==> src/rtl/alu_pkg.sv <==
// Shared ALU definitions: operation codes, condition codes and the NZCV flag layout.
package alu_pkg;

  localparam logic [2:0] PASS_B = 3'b000;
  localparam logic [2:0] ADD    = 3'b010;
  localparam logic [2:0] SUB    = 3'b011;
  localparam logic [2:0] AND    = 3'b100;
  localparam logic [2:0] OR     = 3'b101;
  localparam logic [2:0] XOR    = 3'b110;

  typedef enum logic [3:0] {
    COND_EQ  = 4'd0,
    COND_NE  = 4'd1,
    COND_HS  = 4'd2,
    COND_LO  = 4'd3,
    COND_MI  = 4'd4,
    COND_PL  = 4'd5,
    COND_VS  = 4'd6,
    COND_VC  = 4'd7,
    COND_HI  = 4'd8,
    COND_LS  = 4'd9,
    COND_GE  = 4'd10,
    COND_LT  = 4'd11,
    COND_GT  = 4'd12,
    COND_LE  = 4'd13,
    COND_AL  = 4'd14,
    COND_AL2 = 4'd15
  } cond_t;

  // N sits in bit 3 so the packed value matches the architectural NZCV nibble.
  typedef struct packed {
    logic n;
    logic z;
    logic c;
    logic v;
  } nzcv_t;

endpackage

==> src/rtl/flag_unit_if.sv <==
// Bus between the execute stage / branch requester (master) and flag_unit (slave).
interface flag_unit_if;
  logic       ex_valid;
  logic       ex_setflags;
  logic       alu_negative;
  logic       alu_zero;
  logic       alu_overflow;
  logic       alu_carry_out;
  logic       br_valid;
  logic [3:0] br_cond;
  logic       br_is_cbz;
  logic       cbz_zero;
  logic       stall;
  logic       flush;
  logic [3:0] flags_q;
  logic       br_resp_valid;
  logic       br_taken;
  logic       br_retry;

  // Handshake: a request is taken when br_valid=1 with no stall, flush or br_retry in
  // the same cycle; its result shows as br_resp_valid/br_taken one edge later, and a
  // retried request must be re-presented unchanged on the following cycle.
  modport master (
    output ex_valid, ex_setflags, alu_negative, alu_zero, alu_overflow, alu_carry_out,
    output br_valid, br_cond, br_is_cbz, cbz_zero, stall, flush,
    input  flags_q, br_resp_valid, br_taken, br_retry
  );

  modport slave (
    input  ex_valid, ex_setflags, alu_negative, alu_zero, alu_overflow, alu_carry_out,
    input  br_valid, br_cond, br_is_cbz, cbz_zero, stall, flush,
    output flags_q, br_resp_valid, br_taken, br_retry
  );
endinterface

==> src/rtl/cond_eval.sv <==
// Combinational ARM condition-code evaluator over an NZCV set.
module cond_eval
  import alu_pkg::*;
(
  input  nzcv_t flags_i,
  input  cond_t cond_i,
  output logic  taken_o
);

  logic base;

  // Even codes carry the base test; odd codes invert it, except the AL pair.
  always_comb begin
    base = 1'b1;
    case (cond_i[3:1])
      3'd0:    base = flags_i.z;
      3'd1:    base = flags_i.c;
      3'd2:    base = flags_i.n;
      3'd3:    base = flags_i.v;
      3'd4:    base = flags_i.c & ~flags_i.z;
      3'd5:    base = ~(flags_i.n ^ flags_i.v);
      3'd6:    base = ~flags_i.z & ~(flags_i.n ^ flags_i.v);
      default: base = 1'b1;
    endcase
  end

  assign taken_o = (cond_i[3:1] == 3'b111) ? 1'b1 : (base ^ cond_i[0]);

endmodule

==> src/rtl/flag_unit.sv <==
// NZCV flag register with one-cycle branch condition resolution.
// Define FLAG_FWD_EN to bypass same-cycle ALU flags into branch evaluation instead of retrying.
module flag_unit
  import alu_pkg::*;
(
  input  logic        clk,
  input  logic        reset,
  flag_unit_if.slave  bus
);

  nzcv_t flags_q, flags_d;
  logic  resp_valid_q, resp_valid_d;
  logic  taken_q, taken_d;

  nzcv_t alu_nzcv;
  nzcv_t eval_flags;
  logic  flag_wr;
  logic  retry;
  logic  accept;
  logic  cond_taken;

  assign alu_nzcv = '{n: bus.alu_negative, z: bus.alu_zero,
                      c: bus.alu_carry_out, v: bus.alu_overflow};

  assign flag_wr = bus.ex_valid & bus.ex_setflags & ~bus.stall & ~bus.flush;

`ifdef FLAG_FWD_EN
  assign eval_flags = flag_wr ? alu_nzcv : flags_q;
  assign retry      = 1'b0;
`else
  // CBZ never depends on flags, so only a conditional branch collides with a write.
  assign eval_flags = flags_q;
  assign retry      = ~reset & bus.br_valid & ~bus.br_is_cbz & flag_wr;
`endif

  assign accept = bus.br_valid & ~bus.stall & ~bus.flush & ~retry;

  cond_eval u_cond_eval (
    .flags_i (eval_flags),
    .cond_i  (cond_t'(bus.br_cond)),
    .taken_o (cond_taken)
  );

  always_comb begin
    flags_d      = flag_wr ? alu_nzcv : flags_q;
    resp_valid_d = accept;
    taken_d      = taken_q;
    if (accept) begin
      taken_d = bus.br_is_cbz ? bus.cbz_zero : cond_taken;
    end
  end

  always_ff @(posedge clk or posedge reset) begin
    if (reset) begin
      flags_q      <= '0;
      resp_valid_q <= 1'b0;
      taken_q      <= 1'b0;
    end else begin
      flags_q      <= flags_d;
      resp_valid_q <= resp_valid_d;
      taken_q      <= taken_d;
    end
  end

  assign bus.flags_q       = flags_q;
  assign bus.br_resp_valid = resp_valid_q;
  assign bus.br_taken      = taken_q;
  assign bus.br_retry      = retry;

endmodule

==> src/flat_wrapper.sv <==
// flat-port wrapper written by rule: the top's interface ports become plain ports
module flag_unit_flat import alu_pkg::*;
  (clk, reset, bus_ex_valid, bus_ex_setflags, bus_alu_negative, bus_alu_zero, bus_alu_overflow, bus_alu_carry_out, bus_br_valid, bus_br_cond, bus_br_is_cbz, bus_cbz_zero, bus_stall, bus_flush, bus_flags_q, bus_br_resp_valid, bus_br_taken, bus_br_retry);
  flag_unit_if bus_i ();
  input  logic clk;
  input  logic reset;
  input wire logic [$bits(bus_i.ex_valid)-1:0] bus_ex_valid;
  input wire logic [$bits(bus_i.ex_setflags)-1:0] bus_ex_setflags;
  input wire logic [$bits(bus_i.alu_negative)-1:0] bus_alu_negative;
  input wire logic [$bits(bus_i.alu_zero)-1:0] bus_alu_zero;
  input wire logic [$bits(bus_i.alu_overflow)-1:0] bus_alu_overflow;
  input wire logic [$bits(bus_i.alu_carry_out)-1:0] bus_alu_carry_out;
  input wire logic [$bits(bus_i.br_valid)-1:0] bus_br_valid;
  input wire logic [$bits(bus_i.br_cond)-1:0] bus_br_cond;
  input wire logic [$bits(bus_i.br_is_cbz)-1:0] bus_br_is_cbz;
  input wire logic [$bits(bus_i.cbz_zero)-1:0] bus_cbz_zero;
  input wire logic [$bits(bus_i.stall)-1:0] bus_stall;
  input wire logic [$bits(bus_i.flush)-1:0] bus_flush;
  output wire logic [$bits(bus_i.flags_q)-1:0] bus_flags_q;
  output wire logic [$bits(bus_i.br_resp_valid)-1:0] bus_br_resp_valid;
  output wire logic [$bits(bus_i.br_taken)-1:0] bus_br_taken;
  output wire logic [$bits(bus_i.br_retry)-1:0] bus_br_retry;
  assign bus_i.ex_valid = bus_ex_valid;
  assign bus_i.ex_setflags = bus_ex_setflags;
  assign bus_i.alu_negative = bus_alu_negative;
  assign bus_i.alu_zero = bus_alu_zero;
  assign bus_i.alu_overflow = bus_alu_overflow;
  assign bus_i.alu_carry_out = bus_alu_carry_out;
  assign bus_i.br_valid = bus_br_valid;
  assign bus_i.br_cond = bus_br_cond;
  assign bus_i.br_is_cbz = bus_br_is_cbz;
  assign bus_i.cbz_zero = bus_cbz_zero;
  assign bus_i.stall = bus_stall;
  assign bus_i.flush = bus_flush;
  assign bus_flags_q = bus_i.flags_q;
  assign bus_br_resp_valid = bus_i.br_resp_valid;
  assign bus_br_taken = bus_i.br_taken;
  assign bus_br_retry = bus_i.br_retry;
  flag_unit u_core (.clk(clk), .reset(reset), .bus(bus_i));
endmodule
==> config.mk <==
export PLATFORM = sky130hd
export DESIGN_NAME = flag_unit_flat
export DESIGN_NICKNAME = d
export VERILOG_FILES = /design/src/rtl/alu_pkg.sv /design/src/rtl/flag_unit_if.sv /design/src/rtl/cond_eval.sv /design/src/rtl/flag_unit.sv /design/src/flat_wrapper.sv
export SDC_FILE = /design/constraint.sdc
export NUM_CORES = 1
export LEC_CHECK = 0
export ABC_AREA = 1
export CAP_MARGIN = 20
export CORE_AREA = 2 2 39 41
export CTS_CLUSTER_SIZE = 20
export DETAILED_ROUTE_END_ITERATION = 10
export DIE_AREA = 0 0 41 43
export PLACE_DENSITY = 0.68
export SLEW_MARGIN = 30
export SYNTH_ARGS = -nofsm -noshare
export SYNTH_HDL_FRONTEND = slang
export SYNTH_SLANG_ARGS = --single-unit
==> constraint.sdc <==
create_clock -name clk -period 1.33 [get_ports clk]
set_clock_uncertainty 0.05 [all_clocks]
set_input_delay 0.266 -clock clk [delete_from_list [all_inputs] [get_ports clk]]
set_output_delay 0.266 -clock clk [all_outputs]
set_load 0.01 [all_outputs]
==> flow_summary_export.csv, run 1 <==
group,metric,value,unit
power_and_ir_drop,power.share.combinational,34.8,%
routing,wire_length_after_detailed_routing,1080,um
floorplanning,chipHeight,43,um
clock_tree,htreeDepth,1,
worst_setup_path,timing.critical_path.slowest_cell_delay,0.18,ns
place,place.detailed.instances,105,
routing,dr_iter_0_viols,14,
routing,detailedRoute.firstPassIterationCount,4,
yosys,syn-mean-instance-area,6.90,um2
yosys,post_synthesis_cells,60,
yosys,synth_cell_type_count,14,
global_route,gr-usage-all-layers,15.2,%
power_and_ir_drop,netSwitchingPower,187,uW
worst_setup_path,worstReg2RegStart,"u_core.bus.flags_q[2]$_DFFE_PP0P_",
finish,final_cell_mix,"20 x sky130_fd_sc_hd__nand2_1, 11 x sky130_fd_sc_hd__dlygate4sd2_1, 11 x sky130_fd_sc_hd__buf_4",
power_and_ir_drop,pwr-share-clk,26.0,%
clock_tree,clock-root-buffer,"sky130_fd_sc_hd__clkbuf_4",
power_and_ir_drop,ir_drop,470,uV
worst_setup_path,timing.critical_path.to_type,"output port",
hold_path,hold_path.class,"in -> async",
timing,tightestPinTransition,0.183,ns
routing,route.antenna.remaining_nets,0,
yosys,mappedNetlistArea,414,um2
worst_setup_path,rr_endpoint,"u_core.bus.br_taken$_DFFE_PP0P_",
power_and_ir_drop,sw_frac_of_total,30.3,%
clock_tree,cts.clk_slew.worst_paths,0.04,ns
flow_run,timing.max_cap.violations,0,
place,place_area,709,um2
place,gp_congestion,0.736,
yosys,synth_sequential_area_ratio,36.3,%
yosys,yosysWarningCount,0,
worst_setup_path,rrSetupSlack,0.17,ns
timing,period_minus_slack,1.30,ns
floorplanning,die_area,1760,um2
floorplanning,number_of_cell_rows,14,
finish,finalNetCount,116,
finish,drive_above_1_share,26.8,%
worst_setup_path,crit_path_max_fanout,2,
routing,route.detailed.vias_per_inst,4.27,
clock_tree,clock-sinks,6,
routing,drc,0,
worst_setup_path,timing.critical_path.buf_inv,4,
clock_tree,clock_latency_on_the_worst_skew_pair,0.24,ns
floorplanning,placeableCoreArea,1380,um2
finish,num_antenna_cells,0,
global_route,maximum_number_of_pins_on_one_net_before_global_route_repair,7,
timing,hold-worst-slack,0.106,ns
place,port_buffers,23,
worst_setup_path,critical_path_class,"in -> out",
timing,finalCritPeriodShare,98.0,%
clock_tree,cts_tree,"done",
finish,finalNonFillerCells,113,
worst_setup_path,crit_arrival,0.99,ns
power_and_ir_drop,fin_total_pwr,617,uW
timing,report.final.setup_viol,0,
run_status,outcome,"complete, no violations",
finish,leading_cell_type_in_the_layout_fill_and_taps_excluded,"sky130_fd_sc_hd__nand2_1",
power_and_ir_drop,internal-power,430,uW
finish,post-route-cell-area,757,um2
worst_setup_path,worst-r2r-cell-count,10,
worst_setup_path,data_required_time_of_the_worst_path,1.01,ns
worst_setup_path,critical-path-top-delay-family,"buffers and inverters",
timing,finalHoldViolCount,0,
finish,areaGrowthSynthToFinish,82.8,%
yosys,synth.ff_latch_count,6,
clock_tree,post_cts_hold_buffer_count,0,
clock_tree,tritoncts_buffer_count,3,
worst_setup_path,crit_chain,"clkdlybuf4s15_1 > nor2_2 > nand3_2 > inv_4 > nand4_4 > inv_2 > buf_6",
clock_tree,cts-root-to-sink-buffers,2,
power_and_ir_drop,static-leakage-power,0.443,nW
worst_setup_path,critical_path.slowest_cell,"sky130_fd_sc_hd__clkdlybuf4s15_1",
power_and_ir_drop,seq_power_share,39.2,%
routing,route.vias.total,483,
global_route,antenna_found_initial,0,
global_route,grt_pass1_wl,1780,um
timing,slew_violations,0,
global_route,overflow,0,
floorplanning,floorplan.initialDensity,29.9,%
timing,max_freq,768,MHz
timing,max-slew-margin-rel,87.7,%
yosys,synth.net_count,77,
floorplanning,ioPinCount,24,
power_and_ir_drop,power_density,816,nW/um2
floorplanning,die_x,41,um
routing,drt-wirelength-per-cell,9.52,um
worst_setup_path,crit_path_cell_count,7,
place,dp_hpwl,872,um
timing,rsz0062_at_grt,"yes",
finish,filler_cell_count,139,
worst_setup_path,cp-start-kind,"input port",
global_route,first_global_vias,473,
[worst register-to-register path: stages (launching register included)]
cell,delay [ns]
sky130_fd_sc_hd__dfrtp_1,0.39
sky130_fd_sc_hd__inv_1,0.08
sky130_fd_sc_hd__nand3_1,0.07
sky130_fd_sc_hd__nand2_1,0.06
sky130_fd_sc_hd__nand2_1,0.05
sky130_fd_sc_hd__nand2_1,0.08
sky130_fd_sc_hd__nand2_1,0.05
sky130_fd_sc_hd__nand2_1,0.05
sky130_fd_sc_hd__nand3_1,0.06
sky130_fd_sc_hd__nand2_1,0.06
sky130_fd_sc_hd__nand2_1,0.05
[cells by family after synthesis]
group | synth area share (%)
simple gates | 42.9
buf+inv | 13.3
flops | 36.3
compound gates | 5.44
xor+xnor | 2.12
[power groups by stage]
| stage | Combinational, mW | Clock [mW] | Sequential (mW) |
|---|---|---|---|
| floorplan | 0.0857 | 0 | 0.257 |
| global placement | 0.238 | 0 | 0.246 |
| detailed placement | 0.241 | 0 | 0.246 |
| CTS | 0.216 | 0.171 | 0.243 |
| global route | 0.241 | 0.175 | 0.249 |
| finish | 0.215 | 0.160 | 0.242 |
[final cells by class]
cell class / instances / area, um2 / area share, %
repair buffers: 34 / 300 / 39.7
multi-input cells: 40 / 209 / 27.6
flip-flops and latches: 6 / 150 / 19.8
inverters: 14 / 55.1 / 7.27
clock buffers: 3 / 22.5 / 2.98
well taps: 16 / 20.0 / 2.64
[cell usage after synthesis]
| master | count | area [um2] |
|---|---|---|
| sky130_fd_sc_hd__a21oi_1 | 1 | 5.00 |
| sky130_fd_sc_hd__dfrtp_1 | 6 | 150 |
| sky130_fd_sc_hd__inv_1 | 12 | 45.0 |
| sky130_fd_sc_hd__inv_2 | 1 | 3.75 |
| sky130_fd_sc_hd__inv_4 | 1 | 6.26 |
| sky130_fd_sc_hd__nand2_1 | 20 | 75.1 |
| sky130_fd_sc_hd__nand3_1 | 6 | 30.0 |
| sky130_fd_sc_hd__nand3_2 | 3 | 30.0 |
| sky130_fd_sc_hd__nand4_4 | 1 | 21.3 |
| sky130_fd_sc_hd__nor2_1 | 4 | 15.0 |
| sky130_fd_sc_hd__nor2_2 | 1 | 6.26 |
| sky130_fd_sc_hd__o21ai_0 | 2 | 10.0 |
| sky130_fd_sc_hd__o31ai_1 | 1 | 7.51 |
| sky130_fd_sc_hd__xnor2_1 | 1 | 8.76 |
[what timing repair did]
item,CTS,global route
buffers inserted,2,3
setup endpoints to repair,8,2
gates resized for setup,21,5
pin swaps,2,2
[how the worst max path moves through the flow]
stage	start	end	slack, ns
floorplan	u_core.bus.flags_q[2]$_DFFE_PP0P_	u_core.bus.br_taken$_DFFE_PP0P_	0.22
global placement	bus_stall	bus_br_retry	-0.62
detailed placement	bus_stall	bus_br_retry	-0.65
CTS	bus_flush	bus_br_retry	-0.002
global route	bus_flush	bus_br_retry	-0.02
finish	bus_flush	bus_br_retry	0.03
[sequential cells by signal, indices dropped and copies added, names as in the netlist]
| name | flops |
|---|---|
| u_core.bus.flags_q | 4 |
| u_core.bus.br_resp_valid | 1 |
| u_core.bus.br_taken | 1 |
[through the flow]
stage	setup TNS (ns)	worst slack, ns	utilization [%]
final	0	0.0271	54.7
after global placement	-1.06	-0.621	51.3
after global routing	-0.0244	-0.0232	54.7
after detailed placement	-1.30	-0.651	51.3
after CTS	-0.00197	-0.00197	52.6
after floorplan	0	0.223	-
[per-layer routing]
metal  track usage (%)  part of all wire [%]  wire [um]
met1              18.6                    44        477
met2              22.8                    50        534
met3              3.14                   5.1         55
met4              10.0                  0.84          9
met5                 0                     0          0
No activity file was read; power rests on OpenSTA's default activity.
==> run 2: changes to the inputs <==
--- a/config.mk
+++ b/config.mk
@@ -11,6 +11,8 @@
 export CTS_CLUSTER_SIZE = 20
 export DETAILED_ROUTE_END_ITERATION = 10
 export DIE_AREA = 0 0 41 43
+export GPL_ROUTABILITY_DRIVEN = 0
+export GPL_TIMING_DRIVEN = 0
 export PLACE_DENSITY = 0.68
 export SLEW_MARGIN = 30
 export SYNTH_ARGS = -nofsm -noshare
==> constraint.sdc (replaced) <==
create_clock -name clk -period 1.4 [get_ports clk]
set_clock_uncertainty 0.05 [all_clocks]
set_input_delay 0.28 -clock clk [delete_from_list [all_inputs] [get_ports clk]]
set_output_delay 0.28 -clock clk [all_outputs]
set_load 0.01 [all_outputs]
==> flow_summary_export.csv, run 2 (synthesis gave the netlist of run 1 again) <==
group,metric,value,unit
run_status,outcome,"complete, no violations",
timing,max-slew-margin-rel,87.3,%
finish,finalNetCount,110,
clock_tree,cts-root-to-sink-buffers,2,
global_route,grt_pass1_wl,1810,um
worst_setup_path,crit_arrival,1.00,ns
worst_setup_path,timing.critical_path.to_type,"output port",
floorplanning,floorplan.initialDensity,29.9,%
finish,post-route-cell-area,719,um2
finish,sequential_cell_area,150,um2
floorplanning,die_area,1760,um2
power_and_ir_drop,power_density,820,nW/um2
finish,layout.core_utilization,52.0,%
global_route,gr-usage-all-layers,15.5,%
clock_tree,cts.clk_slew.worst_paths,0.05,ns
finish,areaGrowthSynthToFinish,73.7,%
worst_setup_path,rr_endpoint,"u_core.bus.br_taken$_DFFE_PP0P_",
timing,tightestPinTransition,0.188,ns
timing,report.final.setup_viol,0,
finish,largest_reg_flops,4,
clock_tree,clock_latency_on_the_worst_skew_pair,0.24,ns
routing,drt-wirelength-per-cell,9.91,um
routing,route.detailed.vias_per_inst,4.37,
worst_setup_path,worst-r2r-cell-count,10,
finish,filler_cell_count,142,
worst_setup_path,critical_path_class,"in -> out",
routing,dr_iter_0_viols,6,
global_route,first_global_vias,440,
worst_setup_path,crit_path_max_fanout,2,
worst_setup_path,data_required_time_of_the_worst_path,1.07,ns
power_and_ir_drop,internal-power,405,uW
routing,route.vias.total,468,
clock_tree,post_cts_hold_buffer_count,0,
timing,period_minus_slack,1.33,ns
finish,multiInputGateArea,209,um2
clock_tree,clock-sinks,6,
finish,num_antenna_cells,0,
timing,finalCritPeriodShare,95.2,%
clock_tree,tritoncts_buffer_count,3,
floorplanning,chipHeight,43,um
worst_setup_path,cp-start-kind,"input port",
worst_setup_path,rrSetupSlack,0.24,ns
routing,drc,0,
global_route,maximum_number_of_pins_on_one_net_before_global_route_repair,8,
finish,drive_above_1_share,20.9,%
power_and_ir_drop,pwr-share-clk,27.2,%
clock_tree,cts_tree,"done",
clock_tree,clock-root-buffer,"sky130_fd_sc_hd__clkbuf_4",
power_and_ir_drop,seq_power_share,39.0,%
place,place_area,664,um2
global_route,antenna_found_initial,0,
finish,final_cell_mix,"20 x sky130_fd_sc_hd__nand2_1, 11 x sky130_fd_sc_hd__dlygate4sd2_1, 9 x sky130_fd_sc_hd__inv_1",
timing,slew_violations,0,
hold_path,hold_path.class,"in -> async",
clock_tree,htreeDepth,1,
global_route,overflow,0,
power_and_ir_drop,static-leakage-power,0.416,nW
finish,regMostFlops,"u_core.bus.flags_q",
floorplanning,number_of_cell_rows,14,
place,port_buffers,23,
worst_setup_path,worstReg2RegStart,"u_core.bus.flags_q[2]$_DFFE_PP0P_",
power_and_ir_drop,sw_frac_of_total,31.3,%
routing,detailedRoute.firstPassIterationCount,4,
timing,finalHoldViolCount,0,
finish,leading_cell_type_in_the_layout_fill_and_taps_excluded,"sky130_fd_sc_hd__nand2_1",
floorplanning,die_x,41,um
routing,wire_length_after_detailed_routing,1060,um
floorplanning,placeableCoreArea,1380,um2
timing,max_freq,750,MHz
routing,route.antenna.remaining_nets,0,
place,dp_hpwl,856,um
flow_run,timing.max_cap.violations,0,
timing,hold-worst-slack,0.0156,ns
power_and_ir_drop,ir_drop,363,uV
power_and_ir_drop,power.share.combinational,33.9,%
power_and_ir_drop,netSwitchingPower,185,uW
floorplanning,ioPinCount,24,
## run 2: changes by cell type in the layout (fill, tap and decap cells not counted)
cell / delta
sky130_fd_sc_hd__inv_4: +1
sky130_fd_sc_hd__inv_2: -1
sky130_fd_sc_hd__buf_4: -6
sky130_fd_sc_hd__clkdlybuf4s15_1: +1
sky130_fd_sc_hd__clkbuf_2: -1
## run 2: worst max-delay path: stages
cell and delay [ns]:
sky130_fd_sc_hd__clkdlybuf4s15_1 0.17, sky130_fd_sc_hd__nor2_2 0.13, sky130_fd_sc_hd__nand3_2 0.11, sky130_fd_sc_hd__inv_4 0.08, sky130_fd_sc_hd__nand4_4 0.07, sky130_fd_sc_hd__inv_2 0.07, sky130_fd_sc_hd__buf_6 0.09
## run 2: final cells by class
cell class	instances	area share, %
timing repair buffer	28	36.2
multi-input combinational	40	29.0
sequential	6	20.9
inverter	14	8.00
clock buffer	3	3.13
tap	16	2.78
## run 2: stage by stage
step	std cells	TNS [ns]	total power, mW	setup WS [ns]
after detailed placement	99	-1.02	0.454	-0.703
after floorplan	60	0	0.326	0.274
final	107	0	0.590	0.0669
after global placement	99	-1.01	0.450	-0.717
after global routing	107	-0.00176	0.638	-0.00176
after CTS	105	0	0.596	0.0337
## run 2: worst max path at each step
stage	slack (ns)	to	from	cells past startpoint
after CTS	0.03	bus_br_retry	bus_flush	7
after floorplan	0.27	bus_br_retry	bus_stall	5
after detailed placement	-0.70	bus_br_retry	bus_stall	7
after global placement	-0.72	bus_br_retry	bus_stall	7
final	0.07	bus_br_retry	bus_stall	7
after global routing	-0.002	bus_br_retry	bus_stall	7
## run 2: metal layers
layer | wire, um | track usage, % | vias to the layer above
met5 | 0 | 0 | -
met4 | 10 | 10.0 | 0
met3 | 55 | 4.71 | 2
met2 | 536 | 22.8 | 15
met1 | 457 | 18.4 | 204
li1 | - | - | 247
## run 2: power by group through the flow
| stage | combinational (mW) | clock, mW | sequential (mW) |
|---|---|---|---|
| 6_report | 0.200 | 0.160 | 0.230 |
| 5_1_grt | 0.223 | 0.181 | 0.234 |
| 4_1_cts | 0.200 | 0.166 | 0.230 |
| 3_5_place_dp | 0.221 | 0 | 0.234 |
| 3_3_place_gp | 0.217 | 0 | 0.233 |
| 2_1_floorplan | 0.0814 | 0 | 0.244 |
## run 2: timing repair
action | in CTS | in global routing
pin swaps | 2 | 2
setup endpoints to repair | 7 | 2
resized for setup | 22 | 4
buffers inserted | 3 | 2
==> run 3: changes to the inputs <==
--- a/config.mk
+++ b/config.mk
@@ -11,9 +11,9 @@
 export CTS_CLUSTER_SIZE = 20
 export DETAILED_ROUTE_END_ITERATION = 10
 export DIE_AREA = 0 0 41 43
+export DONT_BUFFER_PORTS = 1
 export GPL_ROUTABILITY_DRIVEN = 0
 export GPL_TIMING_DRIVEN = 0
-export PLACE_DENSITY = 0.68
 export SLEW_MARGIN = 30
 export SYNTH_ARGS = -nofsm -noshare
 export SYNTH_HDL_FRONTEND = slang
==> flow_summary_export.csv, run 3 (synthesis gave the netlist of run 1 again) <==
group,metric,value,unit
worst_setup_path,timing.critical_path.to_type,"flop",
worst_setup_path,cp-start-kind,"flop",
finish,final_cell_mix,"20 x sky130_fd_sc_hd__nand2_1, 12 x sky130_fd_sc_hd__inv_1, 6 x sky130_fd_sc_hd__nand3_1, 6 x sky130_fd_sc_hd__dfrtp_1, 4 x sky130_fd_sc_hd__nor2_1",
worst_setup_path,timing.critical_path.buf_inv,1,
finish,num_antenna_cells,0,
timing,totalNegativeSetupSlack,0,ns
routing,top_signal_layer_used,"met3",
clock_tree,cts_setup_buffers,0,
floorplanning,die_area,1760,um2
finish,drive_above_1_share,15.6,%
global_route,maximum_number_of_pins_on_one_net_before_global_route_repair,8,
place,place.detailed.instances,76,
clock_tree,tritoncts_buffer_count,3,
timing,finalCritPeriodShare,85.4,%
worst_setup_path,data_required_time_of_the_worst_path,1.48,ns
power_and_ir_drop,static-leakage-power,0.267,nW
floorplanning,placeableCoreArea,1380,um2
finish,regMostFlops,"u_core.bus.flags_q",
global_route,first_global_vias,357,
routing,met3_wirelength,54,um
global_route,gr-usage-all-layers,11.6,%
clock_tree,cts_tree,"done",
run_status,outcome,"complete, no violations",
timing,period_minus_slack,1.20,ns
worst_setup_path,critical_path_class,"reg -> reg",
place,port_buffers,0,
routing,wirelength_met1,365,um
clock_tree,htreeDepth,1,
clock_tree,clock_latency_on_the_worst_skew_pair,0.24,ns
routing,met2WireLength,453,um
worst_setup_path,critical-path-top-delay-family,"simple AND/OR/NAND/NOR gates",
routing,route.antenna.remaining_nets,0,
power_and_ir_drop,fin_total_pwr,501,uW
floorplanning,number_of_cell_rows,14,
routing,route.detailed.vias_per_inst,4.70,
finish,areaGrowthSynthToFinish,12.7,%
floorplanning,chipHeight,43,um
worst_setup_path,crit_chain,"inv_1 > nand3_1 > nand2_1 > nand2_1 > nand2_1 > nand2_1 > nand2_1 > nand3_1 > nand2_1 > nand2_1",
worst_setup_path,timing.critical_path.slowest_cell_delay,0.43,ns
routing,dr_iter_0_viols,4,
power_and_ir_drop,ir_drop,418,uV
routing,drt-wirelength-per-cell,10.9,um
floorplanning,floorplan.initialDensity,29.9,%
routing,drc,0,
clock_tree,cts.clk_slew.worst_paths,0.05,ns
timing,max-slew-margin-rel,81.2,%
timing,hold-worst-slack,0.0965,ns
timing,finalHoldViolCount,0,
global_route,overflow,0,
floorplanning,ioPinCount,24,
place,dp_hpwl,749,um
timing,tightestPinTransition,0.281,ns
global_route,grt_pass1_wl,1370,um
finish,leading_cell_type_in_the_layout_fill_and_taps_excluded,"sky130_fd_sc_hd__nand2_1",
clock_tree,cts-root-to-sink-buffers,2,
routing,detailedRoute.firstPassIterationCount,2,
finish,finalNetCount,83,
routing,wire_length_after_detailed_routing,873,um
floorplanning,die_x,41,um
place,place_area,434,um2
timing,rsz0062_at_grt,"no",
flow_run,timing.max_cap.violations,0,
power_and_ir_drop,power_density,1070,nW/um2
clock_tree,clock-sinks,6,
timing,max_freq,837,MHz
worst_setup_path,critical_path.slowest_cell,"sky130_fd_sc_hd__dfrtp_1",
hold_path,hold_path.class,"in -> reg",
clock_tree,post_cts_resize_count,0,
timing,slew_violations,0,
worst_setup_path,crit_arrival,1.28,ns
worst_setup_path,crit_top_cell,"sky130_fd_sc_hd__nand2_1",
clock_tree,post_cts_hold_buffer_count,1,
worst_setup_path,crit_path_max_fanout,4,
clock_tree,clock-root-buffer,"sky130_fd_sc_hd__clkbuf_4",
finish,post-route-cell-area,467,um2
timing,report.final.setup_viol,0,
finish,finalNonFillerCells,80,
finish,largest_reg_flops,4,
routing,route.vias.total,376,
global_route,antenna_found_initial,0,
## run 3: metrics by stage
stage	setup slack [ns]	util [%]
after global routing	0.0655	33.7
after floorplan	0.274	-
after detailed placement	0.180	31.4
after CTS	0.174	33.7
final	0.205	33.7
after global placement	0.200	31.4
## run 3: final timing paths
| path | slack [ns] | end | from | depth (start not counted) |
|---|---|---|---|---|
| min reg2reg | 0.50 | u_core.bus.br_taken$_DFFE_PP0P_ | u_core.bus.br_taken$_DFFE_PP0P_ | 2 |
| max | 0.20 | u_core.bus.br_taken$_DFFE_PP0P_ | u_core.bus.flags_q[2]$_DFFE_PP0P_ | 10 |
| max in group asynchronous | 0.65 | u_core.bus.flags_q[2]$_DFFE_PP0P_ | reset | 2 |
| min | 0.1 | u_core.bus.flags_q[0]$_DFFE_PP0P_ | bus_alu_overflow | 2 |
| min in group asynchronous | 0.43 | u_core.bus.br_resp_valid$_DFF_PP0_ | reset | 2 |
| max reg2reg | 0.20 | u_core.bus.br_taken$_DFFE_PP0P_ | u_core.bus.flags_q[2]$_DFFE_PP0P_ | 10 |
## run 3: report_power, final
group | internal, mW | switching [mW] | total [mW]
combinational | 0.0412 | 0.0546 | 0.0958
sequential | 0.204 | 0.0457 | 0.249
clock | 0.0967 | 0.0589 | 0.156
## run 3: per-layer routing
| layer | GRT usage, % | up-vias |
|---|---|---|
| li1 | - | 195 |
| met1 | 11.9 | 170 |
| met2 | 18.1 | 11 |
| met3 | 4.19 | 0 |
| met4 | 8.00 | 0 |
| met5 | 0 | - |
## run 3: area by class of cell
class | instances | area (um2)
Inverter | 14 | 55.1
Fill cell | 148 | 917
Clock buffer | 3 | 22.5
Multi-Input combinational cell | 40 | 209
Timing Repair Buffer | 1 | 10.0
Tap cell | 16 | 20.0
Sequential cell | 6 | 150
